`config.mk`:
```
export PLATFORM = sky130hd
export DESIGN_NAME = ram32x20_arbiter
export DESIGN_NICKNAME = d
export VERILOG_FILES = /design/src/rtl/ram32x20_arbiter.sv
export SDC_FILE = /design/constraint.sdc
export NUM_CORES = 1
export LEC_CHECK = 0
export ABC_CLOCK_PERIOD_IN_PS = 1900
export CAP_MARGIN = 15
export CORE_ASPECT_RATIO = 1.25
export CORE_UTILIZATION = 35
export DETAILED_ROUTE_END_ITERATION = 8
export PLACE_DENSITY = 0.84
export SLEW_MARGIN = 20
export SYNTH_ARGS = -nofsm -noshare
export SYNTH_HDL_FRONTEND = slang
export SYNTH_SLANG_ARGS = --single-unit
```
`constraint.sdc`:
```
create_clock -name clock -period 1.9 [get_ports clock]
set_input_delay 0.38 -clock clock [delete_from_list [all_inputs] [get_ports clock]]
set_output_delay 0.38 -clock clock [all_outputs]
set_load 0.03 [all_outputs]
```
`src/rtl/ram32x20_arbiter.sv`:
```
// Round-robin arbiter and sequencer for the shared single-port 32x20 RAM.
// Zero-fills the RAM after reset, then grants one access per cycle and returns read data two cycles later.
module ram32x20_arbiter #(
  parameter int DATA_W         = 20,
  parameter int ADDR_W         = 5,
  parameter bit CLEAR_ON_RESET = 1'b1
) (
  input  logic              clock,
  input  logic              resetn,
  input  logic              req0,
  input  logic              req1,
  input  logic              we0,
  input  logic              we1,
  input  logic [ADDR_W-1:0] addr0,
  input  logic [ADDR_W-1:0] addr1,
  input  logic [DATA_W-1:0] wdata0,
  input  logic [DATA_W-1:0] wdata1,
  output logic              gnt0,
  output logic              gnt1,
  output logic              rvalid0,
  output logic              rvalid1,
  output logic [DATA_W-1:0] rdata,
  output logic              busy,
  output logic [ADDR_W-1:0] ram_address,
  output logic [DATA_W-1:0] ram_data,
  output logic              ram_wren,
  input  logic [DATA_W-1:0] ram_q
);

  typedef enum logic [0:0] {
    CLEAR = 1'b0,
    RUN   = 1'b1
  } state_t;

  localparam state_t            RESET_STATE = CLEAR_ON_RESET ? CLEAR : RUN;
  localparam logic [ADDR_W-1:0] CLR_LAST    = {ADDR_W{1'b1}};
  localparam logic [ADDR_W-1:0] CLR_ONE     = {{(ADDR_W-1){1'b0}}, 1'b1};

  state_t              state_r;
  state_t              state_nxt_s;
  logic [ADDR_W-1:0]   clr_r;
  logic                pri_r;
  logic                gnt0_s;
  logic                gnt1_s;
  logic                tag1_valid_r;
  logic                tag1_id_r;
  logic                rvalid0_r;
  logic                rvalid1_r;
  logic [ADDR_W-1:0]   ram_address_r;
  logic [DATA_W-1:0]   ram_data_r;
  logic                ram_wren_r;

  // Grant selection and next-state decode; pri_r breaks ties only when both request.
  always_comb begin
    gnt0_s      = 1'b0;
    gnt1_s      = 1'b0;
    state_nxt_s = state_r;
    case (state_r)
      CLEAR: begin
        if (clr_r == CLR_LAST) begin
          state_nxt_s = RUN;
        end else begin
          state_nxt_s = CLEAR;
        end
      end
      RUN: begin
        state_nxt_s = RUN;
        if (req0 && (!req1 || !pri_r)) begin
          gnt0_s = 1'b1;
        end else if (req1) begin
          gnt1_s = 1'b1;
        end else begin
          gnt0_s = 1'b0;
          gnt1_s = 1'b0;
        end
      end
      default: begin
        state_nxt_s = CLEAR;
      end
    endcase
  end

  // FSM state, clear counter and round-robin priority.
  always_ff @(posedge clock or negedge resetn) begin
    if (!resetn) begin
      state_r <= RESET_STATE;
      clr_r   <= {ADDR_W{1'b0}};
      pri_r   <= 1'b0;
    end else begin
      state_r <= state_nxt_s;
      if (state_r == CLEAR && clr_r != CLR_LAST) begin
        clr_r <= clr_r + CLR_ONE;
      end
      if (gnt0_s) begin
        pri_r <= 1'b1;
      end else if (gnt1_s) begin
        pri_r <= 1'b0;
      end
    end
  end

  // RAM command register: zero-fill writes during CLEAR, winner's access in RUN.
  always_ff @(posedge clock or negedge resetn) begin
    if (!resetn) begin
      ram_address_r <= {ADDR_W{1'b0}};
      ram_data_r    <= {DATA_W{1'b0}};
      ram_wren_r    <= 1'b0;
    end else if (state_r == CLEAR) begin
      ram_address_r <= clr_r;
      ram_data_r    <= {DATA_W{1'b0}};
      ram_wren_r    <= 1'b1;
    end else if (gnt0_s) begin
      ram_address_r <= addr0;
      ram_data_r    <= wdata0;
      ram_wren_r    <= we0;
    end else if (gnt1_s) begin
      ram_address_r <= addr1;
      ram_data_r    <= wdata1;
      ram_wren_r    <= we1;
    end else begin
      ram_wren_r    <= 1'b0;
    end
  end

  // Read tag pipeline; the second stage is kept one-hot so it drives rvalid directly.
  always_ff @(posedge clock or negedge resetn) begin
    if (!resetn) begin
      tag1_valid_r <= 1'b0;
      tag1_id_r    <= 1'b0;
      rvalid0_r    <= 1'b0;
      rvalid1_r    <= 1'b0;
    end else begin
      tag1_valid_r <= (gnt0_s && !we0) || (gnt1_s && !we1);
      tag1_id_r    <= gnt1_s;
      rvalid0_r    <= tag1_valid_r && !tag1_id_r;
      rvalid1_r    <= tag1_valid_r && tag1_id_r;
    end
  end

  assign gnt0        = gnt0_s;
  assign gnt1        = gnt1_s;
  assign rvalid0     = rvalid0_r;
  assign rvalid1     = rvalid1_r;
  assign rdata       = ram_q;
  assign busy        = (state_r == CLEAR);
  assign ram_address = ram_address_r;
  assign ram_data    = ram_data_r;
  assign ram_wren    = ram_wren_r;

endmodule

```
# Yosys cells after proc, flatten, opt, wreduce, memory -nomap -nowiden
# Cells that the tools add are included.
totals:
  reg_bits: 37
  latch_bits: 0
  ram_bits: 0
  mem_bits_ro: 0
  memories: 0
classes:
  add_sub_neg: 1
  n_mul: 0
  n_div: 0
  n_lt_le_gt_ge: 0
  n_eq_ne: 3
  n_shift: 0
  muxes: 18
  bitwise_logic: 1
  reduce_logical: 14
ops:
  columns: ["op", "count"]
  rows:
  - ["20-bit two-way mux", 3]
  - ["5-bit two-way mux", 3]
  - ["1-bit two-way mux", 11]
  - ["1-bit logical AND", 6]
  - ["5-bit by 1-bit adder with 5-bit output (second input constant)", 1]
  - ["5-bit == test (second input constant)", 1]
  - ["1-bit logical NOT", 5]
  - ["5-bit != test (second input constant)", 1]
  - ["3-bit by 1-bit != test with 1-bit output (second input constant)", 1]
  - ["1-bit logical OR", 2]
  - ["1-bit one-hot mux with 2 select lines", 1]
  - ["2-bit nonzero test", 1]
  - ["1-bit NOT", 1]

# Longest topological paths before layout
# Gate-level depths: netlist of run 1.
depth:
  ltp_word: 8
  ltp_mapped: 6
  depth_no_buf: 6

# Worst setup path after synthesis of run 1
# OpenSTA, ideal clock, no wires.
synth_path:
  kind: "register -> register"
  startpoint: "reg clr_r[0]"
  endpoint: "reg clr_r[1]"
  t_arrival_ns: 1.569
  t_required_ns: 1.775
  setup_slack_ns: 0.206
  path_stages_with_launch: 6
  period_less_slack_ns: 1.694
  path_cell_list: "dfrtp_1 -> ha_1 -> and3_1 -> ha_1 -> nor2_1 -> mux2_2"
synth_via:
  elab_chain_len: 2
  elab_cells_between_ends: 3
synth_rtl:
  columns: ["element", "line", "rtl"]
  rows:
  - ["from (decl)", "41", "logic [ADDR_W-1:0] clr_r;"]
  - ["from (signal assigned)", "87", "clr_r <= {ADDR_W{1'b0}};"]
  - ["from (signal assigned)", "92", "clr_r <= clr_r + CLR_ONE;"]
  - ["parallel branches: the longest is 2 deep, another holds 5-bit by 1-bit adder with 5-bit output", null, null]
# Several ways; the timed one is not identified.
# A chain may end at the register's enable or synchronous reset.

# Worst setup path in the final report of run 1
layout_path:
  startpoint: "reg state_r"
  endpoint: "out busy"
layout_via:
  elab_chain_len: 1
layout_rtl:
  columns: ["element", "line", "rtl"]
  rows:
  - ["from (decl)", "39", "state_t state_r;"]
  - ["from (signal assigned)", "90", "state_r <= state_nxt_s;"]
  - ["1-bit NOT", null, null]
  - ["to (decl)", "23", "output logic busy,"]
# Every way passes these cells.

==> results of run 1 <==
==> power groups by stage <==
stage / combinational [W] / sequential [W] / clock (W)
floorplan: 0.000247 / 0.00106 / 0
finish: 0.000643 / 0.000907 / 0.000520
global route: 0.000686 / 0.000917 / 0.000570
CTS: 0.000650 / 0.000908 / 0.000539
detailed placement: 0.000648 / 0.000922 / 0
global placement: 0.000639 / 0.000919 / 0
==> final cells by class <==
type                    count  area (um^2)  share of cell area, %
multi-input cells          84          701                   25.1
flip-flops and latches     37          926                   33.1
inverters                   9         33.8                   1.21
clock inverters             2         10.0                  0.358
repair buffers             98          975                   34.9
clock buffers               6         72.6                   2.60
well taps                  62         77.6                   2.78
==> layout by cell type (no fill, tap or decap), types with 3 or more instances in the layout <==
cell,netlist,layout
a221o_1,20,20
o32a_1,5,5
clkdlybuf4s50_1,0,81
and2b_1,3,3
inv_1,8,8
dfrtp_1,37,37
and3_1,6,6
a221oi_1,5,5
nor2b_1,3,3
buf_4,22,11
and2_1,21,21
clkbuf_8,0,5
==> metal layers <==
layer,global-route usage (%),wire (um),vias up
li1,-,-,709
met3,3.42,299,8
met5,0,0,-
met1,20.7,1860,717
met4,4.26,46,0
met2,30.9,2360,64
==> critical path, stage by stage (launching register included) <==
cell and delay (ns):
dfrtp_1 0.43, inv_2 0.08, clkdlybuf4s50_1 0.66
==> metrics by stage <==
step                      instances  utilization (%)  area (um^2)  hold slack, ns  setup TNS [ns]
after floorplan                 159                -         1860          0.0844               0
after global placement          290             52.7         2700           0.397           -1.82
after global routing            298             54.6         2800           0.178               0
after CTS                       298             54.4         2780           0.149               0
after detailed placement        290             52.7         2700           0.411           -3.58
final                           298             54.6         2800           0.133               0
==> cell usage after synthesis (all sizes together) <==
master	count
clkbuf	2
or3	1
o32a	5
dfrtp	37
mux2	2
a22o	1
ha	2
xor2	1
and2	21
o21ai	1
a21oi	1
and2b	3
nor2	2
inv	9
nand2b	1
a221oi	5
nand4	1
and3	7
nor2b	3
nand2	1
a31oi	2
a21bo	1
xnor2	2
nor3b	1
a221o	20
buf	27
==> flip-flops by register name, summed over array words and instances, names as in the netlist <==
name,count
tag1_valid_r,1
ram_wren,1
clr_r,5
rvalid0,1
rvalid1,1
tag1_id_r,1
state_r,1
pri_r,1
ram_data,20
ram_address,5
==> how the worst max path moves through the flow <==
| stage | depth (start not counted) | start | end | slack, ns |
|---|---|---|---|---|
| 4_1_cts | 4 | req1 | gnt1 | 0.01 |
| 3_3_place_gp | 4 | req0 | ram_data[8] | -0.10 |
| 6_report | 2 | state_r | busy | 0.07 |
| 3_5_place_dp | 4 | req0 | ram_data[4] | -0.20 |
| 5_1_grt | 2 | state_r | busy | 0.03 |
| 2_1_floorplan | 5 | clr_r[0] | clr_r[1] | 0.21 |
==> logic make-up after synthesis <==
| kind of cell | count (synthesis) | synth area share (%) |
|---|---|---|
| buffers and inverters | 38 | 13.1 |
| adder cells (fa/ha/maj) | 2 | 1.34 |
| AO/OA/AOI/OAI | 36 | 18.3 |
| multiplexers | 2 | 1.21 |
| AND/OR/NAND/NOR | 41 | 15.0 |
| XOR/XNOR | 3 | 1.41 |
| flip-flops | 37 | 49.7 |
==> repair_timing <==
item,CTS,global route
buffers inserted,0,0
setup endpoints to repair,1,22
gates resized for setup,1,3
==> results.cfg, run 1 <==
[clocking]
clock-sinks = 37
ctsHoldBuffers = 0
clk_pin_slew_worst_paths_ns = 0.07
cts_buffers = 5
cts-root-buf = clkbuf_8
clk_latency_ns = 0.28
clockBufferDepth = 2
h-tree-depth = 2
cts_tree = done

[routing]
final_antenna_net_count = 0
drt_iter0_drc = 76
wl_per_cell_um = 15.3
drc = 0
wirelength_um = 4570
viasPerCell = 5.03
via_count = 1498
dr.pass1.iters = 4

[die]
start_util_pct = 36.4
die_w_um = 67.3
fp.coreArea_mm2 = 0.00512
num_rows = 29
ios = 127
dieArea_mm2 = 0.00562
die_h_um = 83.6

[pwr]
power.leakage_nw = 1.20
internal_power_w = 0.00146
p_sw_share_pct = 29.5
irDropWorstVdd_uv = 376
totalPowerFinal_w = 0.00207
p_per_area_mw_per_mm2 = 740
p_switching_w = 0.000610
power_frac_seq_pct = 43.8
clkPwrFrac_pct = 25.1
p_comb_share_pct = 31.0

[worst_setup_path]
r2r-start = clr_r[0]
end_kind = output pin
timing.reg2reg.setup_slack_ns = 0.15
crit_path_max_fanout = 4
reg2reg_depth = 6
cp.arrival_ns = 1.45
path_class = register to output pin
required_ns = 1.52
r2r-end = clr_r[1]
cp-start-kind = register

[global_route]
grt_use_total_pct = 17.4
grt_pass1_wl_um = 7400
antenna_found_initial = 0
grt_remaining_overflow = 0
grt_max_degree = 38
grt_pass1_vias = 1581

[timing]
tightest_slew_ns = 0.607
period_share_pct = 96.1
slew_headroom_pct = 59.5
maxSlewViolCount = 0
rsz0062_at_grt = false
period_needed_ns = 1.83
setup_viol = 0
hold_viol = 0
fmaxAchievable_mhz = 547
skew_ns = 0.00420
setup_slack_ns = 0.0732

[final_layout]
nets = 313
area_growth_pct = 49.9
drive_gt1_share_pct = 12.7
antenna_cells = 0
fillers = 444

[synth]
ys_ff_latch = 37
synth.distinct_cells = 31
synth_warnings = 0
syn_inst = 159
ys_seq_area_share_pct = 49.7
syn_nets = 237
netlist_area_mm2 = 0.00186
synth.top_cell.area_share_pct = 49.7
yosysTopAreaCell = dfrtp_1
synthTopCellsByArea = dfrtp_1, a221o_1, buf_4
syn_avg_cell_area_um2 = 11.7

[hold_path]
hold_class = primary input to async pin

[place]
dp_worst_setup_slack_ns = -0.197
hpwl_um = 3370
gp_congestion = 0.749
portBuffers = 86

[status]
outcome = completed

[flow_run]
maxCapViolCount = 0
(Power assumes the default switching activity.)
==> run 2: changes to the inputs <==
--- a/config.mk
+++ b/config.mk
@@ -5,7 +5,6 @@
 export SDC_FILE = /design/constraint.sdc
 export NUM_CORES = 1
 export LEC_CHECK = 0
-export ABC_CLOCK_PERIOD_IN_PS = 1900
 export CAP_MARGIN = 15
 export CORE_ASPECT_RATIO = 1.25
 export CORE_UTILIZATION = 35
==> results of run 2 <==
Final layout, timing and power as in run 1 (identical DEF).
